$ cat src/rtl/chess_move_pkg.sv
// Move-code definitions shared by the serializer, compactor and search stages.
package chess_move_pkg;

    localparam int MOVE_W = 4;
    localparam int LANES  = 4;

    typedef logic [MOVE_W-1:0] move_t;

    localparam move_t NO_MOVE = 4'h0;

endpackage

$ cat src/rtl/lane_compactor.sv
// Combinational lane scan: counts non-empty move lanes and gives each
// non-empty lane its packed write offset (prefix count of earlier non-empty lanes).
module lane_compactor
    import chess_move_pkg::*;
#(
    parameter int MOVE_W = chess_move_pkg::MOVE_W,
    parameter int LANES  = chess_move_pkg::LANES,
    parameter int NZ_W   = $clog2(LANES + 1)
) (
    input  logic [LANES-1:0][MOVE_W-1:0] lanes,
    output logic [NZ_W-1:0]              nz,
    output logic [LANES-1:0][NZ_W-1:0]   offset,
    output logic [LANES-1:0]             we
);

    logic [NZ_W-1:0] run;

    always_comb begin
        run    = '0;
        offset = '0;
        we     = '0;
        for (int unsigned i = 0; i < LANES; i++) begin
            offset[i] = run;
            we[i]     = (lanes[i] != MOVE_W'(NO_MOVE));
            run       = run + NZ_W'(we[i]);
        end
        nz = run;
    end

endmodule

$ cat src/rtl/move_compactor.sv
// Packs the non-empty codes of each four-lane move beat, in lane order, into a
// first-word-fall-through FIFO and reports the per-batch count of moves accepted.
module move_compactor
    import chess_move_pkg::*;
#(
    parameter int MOVE_W = chess_move_pkg::MOVE_W,
    parameter int LANES  = chess_move_pkg::LANES,
    parameter int DEPTH  = 16,
    parameter int CNT_W  = 5
) (
    input  logic              clk,
    input  logic              rst,
    input  logic              in_valid,
    input  logic [MOVE_W-1:0] in0,
    input  logic [MOVE_W-1:0] in1,
    input  logic [MOVE_W-1:0] in2,
    input  logic [MOVE_W-1:0] in3,
    input  logic              in_last,
    output logic              in_ready,
    input  logic              pop,
    output logic [MOVE_W-1:0] out_move,
    output logic              out_valid,
    output logic [CNT_W-1:0]  count,
    output logic [CNT_W-1:0]  batch_count,
    output logic              batch_done,
    output logic              drop_err
);

    localparam int PTR_W = $clog2(DEPTH);
    localparam int NZ_W  = $clog2(LANES + 1);

    logic [LANES-1:0][MOVE_W-1:0] lanes;
    logic [NZ_W-1:0]              nz;
    logic [LANES-1:0][NZ_W-1:0]   offset;
    logic [LANES-1:0]             we;

    logic [MOVE_W-1:0] mem [DEPTH];
    logic [PTR_W-1:0]  wr_ptr;
    logic [PTR_W-1:0]  rd_ptr;
    logic [CNT_W-1:0]  acc;
    logic [CNT_W-1:0]  space;
    logic              accept;
    logic              do_pop;
    logic [CNT_W-1:0]  push_n;

    assign lanes = {in3, in2, in1, in0};

    lane_compactor #(
        .MOVE_W (MOVE_W),
        .LANES  (LANES),
        .NZ_W   (NZ_W)
    ) u_lane_compactor (
        .lanes  (lanes),
        .nz     (nz),
        .offset (offset),
        .we     (we)
    );

    always_comb begin
        space     = CNT_W'(DEPTH) - count;
        in_ready  = (space >= CNT_W'(LANES));
        accept    = in_valid & in_ready;
        out_valid = (count != '0);
        do_pop    = pop & out_valid;
        push_n    = accept ? CNT_W'(nz) : '0;
        // Stale storage is masked so the head reads zero whenever the FIFO is empty.
        out_move  = out_valid ? mem[rd_ptr] : '0;
    end

    always_ff @(posedge clk) begin
        if (accept) begin
            for (int unsigned i = 0; i < LANES; i++) begin
                if (we[i]) begin
                    mem[wr_ptr + PTR_W'(offset[i])] <= lanes[i];
                end
            end
        end
    end

    always_ff @(posedge clk) begin
        if (rst) begin
            wr_ptr      <= '0;
            rd_ptr      <= '0;
            count       <= '0;
            acc         <= '0;
            batch_count <= '0;
            batch_done  <= 1'b0;
            drop_err    <= 1'b0;
        end else begin
            count      <= count + push_n - CNT_W'(do_pop);
            batch_done <= accept & in_last;
            if (accept) begin
                wr_ptr <= wr_ptr + PTR_W'(nz);
                if (in_last) begin
                    batch_count <= acc + CNT_W'(nz);
                    acc         <= '0;
                end else begin
                    acc <= acc + CNT_W'(nz);
                end
            end
            if (do_pop) begin
                rd_ptr <= rd_ptr + 1'b1;
            end
            if (in_valid && !in_ready) begin
                drop_err <= 1'b1;
            end
        end
    end

endmodule

$ cat config.mk
export PLATFORM = sky130hd
export DESIGN_NAME = move_compactor
export DESIGN_NICKNAME = d
export VERILOG_FILES = /design/src/rtl/chess_move_pkg.sv /design/src/rtl/lane_compactor.sv /design/src/rtl/move_compactor.sv
export SDC_FILE = /design/constraint.sdc
export NUM_CORES = 1
export LEC_CHECK = 0
export ABC_CLOCK_PERIOD_IN_PS = 14200
export CORE_MARGIN = 5
export CORE_UTILIZATION = 41
export CTS_CLUSTER_SIZE = 30
export DETAILED_ROUTE_END_ITERATION = 10
export PLACE_DENSITY = 0.69
export SETUP_SLACK_MARGIN = 0.02
export SLEW_MARGIN = 20
export SYNTH_ARGS = -nofsm -noshare
export SYNTH_HDL_FRONTEND = slang
export SYNTH_SLANG_ARGS = --single-unit
$ cat constraint.sdc
create_clock -name clk -period 14.2 [get_ports clk]
set_input_delay 3.55 -clock clk [delete_from_list [all_inputs] [get_ports clk]]
set_output_delay 3.55 -clock clk [all_outputs]
set_load 0.02 [all_outputs]
* Word level (Yosys, flattened, before mapping)
Memory sizes are Yosys's and may differ from the RTL's. A register that Yosys moved wholly into a read port is not among the register bits. Cells that the tools add are included.
Word-level totals: bits in registers 25, memories 1, output and inout bits 18, input port bits 21, bits in writable memories 64
Memories:
- mem | words 16, bits a word 4, rd ports 1, clocked after memory_dff 1, wr ports 4, RTL line move_compactor.sv:37 | logic [MOVE_W-1:0] mem [DEPTH];
Operators by class: $add $sub $neg 12, bitwise operators 3, $lt $le $gt $ge 1, mux-type cells 17, reductions and logical operators 8
Operator list (count):
- nonzero test 4 bit | 4
- adder 4 x 3 -> 4 bit | 3
- 2-to-1 mux 1 bit | 12
- 2-to-1 mux 4 bit | 3
- adder 5 x 3 -> 5 bit | 2
- adder 3 x 1 -> 3 bit | 2
- greater-or-equal comparator 5 x 3 -> 1 bit, second input constant | 1
- 2-to-1 mux 5 bit | 1
- nonzero test 5 bit | 1
- subtractor 5 x 1 -> 5 bit | 1
- subtractor 5 bit, first input constant | 1
- adder 4 x 1 -> 4 bit | 1
- adder 4 x 1 -> 4 bit, second input constant | 1
- AND 1 bit | 3
- 2-to-1 mux 3 bit | 1
- adder 1 x 1 -> 2 bit | 1
- AND reduction 2 bit | 1
- logical AND 1 bit | 1
- zero test 1 bit | 1

* Logic depth before layout (Yosys ltp)
depth in word-level cells 7, depth in mapped cells 16

* By module
From an unflattened synthesis, not the netlist that was laid out.
Unflattened totals: cell total of the unflattened synthesis 856, area, all modules 8031.5 µm²
By module, submodules not included:
- move_compactor | times used 1, area an instance 7828.8 µm², cells an instance 833, sequential area each 2502.4 µm²
- lane_compactor | times used 1, area an instance 202.7 µm², cells an instance 23, sequential area each 0.0 µm²

* Worst setup path before layout
No wires, ideal clock.
kind input -> register, start input in0[0], end register count[4], buffers on the path 1, setup time 128 ps, slack 7053 ps, arrival 7019 ps, data required time 14072 ps, stages on the path 16, cells stage by stage clkbuf_1 > nor4_1 > inv_1 > fa_1 > ha_1 > inv_1 > fa_1 > inv_1 > nand2_1 > ha_1 > inv_1 > fa_1 > a21o_1 > a21oi_1 > xnor2_1 > nor2_1
On the way: word-level cells in the longest chain between the ends 7
RTL lines:
- start, declared | RTL line move_compactor.sv:14 | input logic [MOVE_W-1:0] in0,
- nonzero test 4 bit | RTL line lane_compactor.sv:24 | we[i] = (lanes[i] != MOVE_W'(NO_MOVE));
- adder 1 x 1 -> 2 bit | RTL line lane_compactor.sv:25 | run = run + NZ_W'(we[i]);
- adder 3 x 1 -> 3 bit (2 in series) | RTL line lane_compactor.sv:25
- 2-to-1 mux 3 bit | RTL line move_compactor.sv:65 | push_n = accept ? CNT_W'(nz) : '0;
- adder 5 x 3 -> 5 bit | RTL line move_compactor.sv:90 | count <= count + push_n - CNT_W'(do_pop);
- subtractor 5 x 1 -> 5 bit | RTL line move_compactor.sv:90
- end signal, assigned | RTL line move_compactor.sv:90
- end, declared | RTL line move_compactor.sv:23 | output logic [CNT_W-1:0] count,
Every way passes these cells. A chain may end at the register's enable or synchronous reset.

==> metrics.md <==
| Metric | Value |
|---|---|
| Post-synth design cell area | `0.007667 mm^2` |
| Area leader, netlist | `edfxtp_1` |
| CTS hold repair buffers | `0` |
| Async set or reset register ratio after synthesis | `0` |
| Worst hold path class | `flip-flop to flip-flop` |
| Clock sinks | `93` |
| Avg Inst Size Synth | `9.780 um^2` |
| Register area share after synthesis | `0.3264` |
| Total track usage | `0.2284` |
| Via/cell ratio | `6.927` |
| Remaining DRCs | `0` |
| Initial antenna violation count | `0` |
| Vias in the first global route | `6671` |
| H-tree Lvls | `3` |
| WP data required | `14.25 ns` |
| RSZ-0062 raised after global routing | `false` |
| R2R depth | `7` |
| Max clock buf depth | `2` |
| Worst Tran Pin Value | `1.207 ns` |
| Ys Warns | `0` |
| Tmin final | `8.370 ns` |
| Multi-input logic area | `0.004735 mm^2` |
| TritonCTS Buffers | `9` |
| Status | `finished, final reports clean` |
| Post-Route WL | `24660 um` |
| # Post-CTS Setup Buffers | `0` |
| Seq. cell area | `0.002504 mm^2` |
| CP Launch Type | `input pin` |
| Mux share of post-synthesis cell area | `0.07800` |
| Part of the cycle the worst path needs | `0.5894` |
| Die X | `146.8 um` |
| Max-Cap Viols | `0` |
| Final GP Congestion | `1.036` |
| Largest net degree at the start of global routing | `45` |
| Post-DP Area | `0.008073 mm^2` |
| # setup viols final | `0` |
| Post-DRT Antenna Nets | `0` |
| #FFs+latches synth | `93` |
| PD cells | `172.9 mW/mm^2` |
| PostCTS Resize Cnt | `0` |
| Top FF cell, synth | `edfxtp_1` |
| Fin. Hold Viols | `0` |
| Post-synth EDFFs | `64` |
| Fin. max-slew vios | `0` |
| Share of the synthesized area in the top cell type | `0.2507` |
| Clock Tree Root | `clkbuf_16` |
| Leak pwr | `0.002799 uW` |
| Starting Density | `0.4127` |
| Ports | `39` |
| Fillers | `1741` |
| Synth Area in Compound Gates | `0.2626` |
| Top post-synthesis cells by area | `edfxtp_1 25%, dfxtp_1 7.6%, a221oi_1 7.3%` |
| Max Freq | `0.1195 GHz` |
| Cells after Synth | `784` |
| Total grt overflow | `0` |
| Syn_nets | `838` |
| 1st-iter DRT viols | `1187` |
| # port buffers | `38` |
| Most common cell in the netlist | `nor2_1` |
| Initial DRT Pass Iterations | `9` |
| Vias | `6996` |
| Post-Synth Adder-Cell Area | `0.06070` |
| CTS tree | `yes` |
| Die area | `0.02154 mm^2` |
| Peak supply drop | `0.0001047 V` |
| Most frequent cells after synthesis | `78 x nor2_1, 64 x a221oi_1, 64 x edfxtp_1` |
| Worst-path clk slew | `0.07 ns` |
| DP HPWL | `17990 um` |
| Worst skew pair latency | `0.37 ns` |
| Setup TNS Final | `0 ns` |
| Simple-gate share of the synthesized area | `0.1909` |
| Core Rows | `50` |
| Die Height | `146.8 um` |
| WL/cell | `24.42 um` |
| Critical-path maximum fanout | `17` |
| Post-Synth XOR/XNOR Area | `0.01828` |
| Slew margin rel. | `0.1935` |
| Hold path depth | `2` |
| Antenna cell count | `0` |
| Final instance area | `0.008367 mm^2` |
| Share of cells above drive strength 1 | `0.1405` |
| Core footprint | `0.01858 mm^2` |
| Worst setup EP type | `flip-flop` |
| First-pass GRT wire length | `38330 um` |
| Largest family of logic cells by synthesized area | `compound AO/OA/AOI/OAI gates` |
| Synth cell types | `66` |
| Clock skew | `0.009236 ns` |
| WS Path Type | `input pin to flip-flop` |
| Arr. time, crit path | `8.42 ns` |
| Nets@finish | `825` |
| Area Growth Syn to Fin | `9.122%` |
[metrics by stage]
stage          worst slack (ns)  total power, uW    util  std cells  hold WS, ns
6_report                  5.830             1447  0.4503       1010       0.4605
5_1_grt                   5.573             1526  0.4503       1010       0.4947
4_1_cts                   5.981             1435  0.4500       1010       0.4649
3_5_place_dp              5.602             1193  0.4345        994       0.4551
3_3_place_gp              5.746             1178  0.4345        994       0.4449
2_1_floorplan             7.053             1010       -        784       0.4362
[power breakdown]
part	total, uW	internal [uW]	switching [uW]
combinational	774	287	487
sequential	430	374	56.5
clock	242	123	119
[critical path, cell delays in order]
cell and delay, ns:
clkdlybuf4s50_1 0.98, nor4_4 0.62, inv_1 0.19, fa_1 0.61
ha_1 0.17, inv_1 0.06, fa_1 0.41, xor2_1 0.19
nor3_1 0.23, nor4b_2 0.95, a22oi_1 0.22, nand3_1 0.23
[logic make-up after synthesis]
family	count (synthesis)
flip-flops	93
XOR/XNOR	16
AO/OA/AOI/OAI	244
buffers and inverters	97
adder cells (fa/ha/maj)	33
AND/OR/NAND/NOR	269
multiplexers	32
[layer usage]
| layer | up-vias | GRT usage | share of wire |
|---|---|---|---|
| met4 | 0 | 0.1087 | 0.046 |
| met2 | 487 | 0.3480 | 0.44 |
| met5 | - | 0 | 0 |
| li1 | 3106 | - | - |
| met1 | 3300 | 0.3090 | 0.40 |
| met3 | 103 | 0.05089 | 0.11 |
[flip-flops by register name (all words and copies together) (netlist names), named ones only]
signal and cells:
wr_ptr 4, count 5, rd_ptr 4, drop_err 1, acc 5, mem 64
batch_done 1, batch_count 5
[cells in the final DEF, fill, tap and decap left out, types with 11 or more instances in the layout]
master,n
nand2_1,30
mux4_2,20
inv_1,23
o31ai_1,32
ha_1,26
clkdlybuf4s50_1,37
nand3_1,59
dfxtp_1,28
o211ai_1,11
nor2_1,78
edfxtp_1,64
and2_1,16
a21oi_1,15
a221oi_1,64
o2bb2ai_1,32
o22ai_1,32
or3_1,11
o211ai_2,12
[path summary, 6_finish.rpt]
| kind | slack (ns) | start | endpoint |
|---|---|---|---|
| setup reg to reg | 10.21 | wr_ptr[1]$_SDFFE_PP0N_ | mem[14][1]$_DFFE_PP_ |
| hold reg to reg | 0.46 | acc[2]$_SDFFE_PP0N_ | acc[2]$_SDFFE_PP0N_ |
| setup / recovery | 5.83 | in2[3] | mem[14][1]$_DFFE_PP_ |
| hold / removal | 0.46 | acc[2]$_SDFFE_PP0N_ | acc[2]$_SDFFE_PP0N_ |
[area by class of cell]
class / count / area share
clock buffers: 9 / 0.02692
inverters: 25 / 0.01151
clock inverters: 7 / 0.007627
flip-flops and latches: 93 / 0.2992
multi-input cells: 594 / 0.5659
well taps: 234 / 0.03499
repair buffers: 48 / 0.05384
No activity file was read; power rests on OpenSTA's default activity.
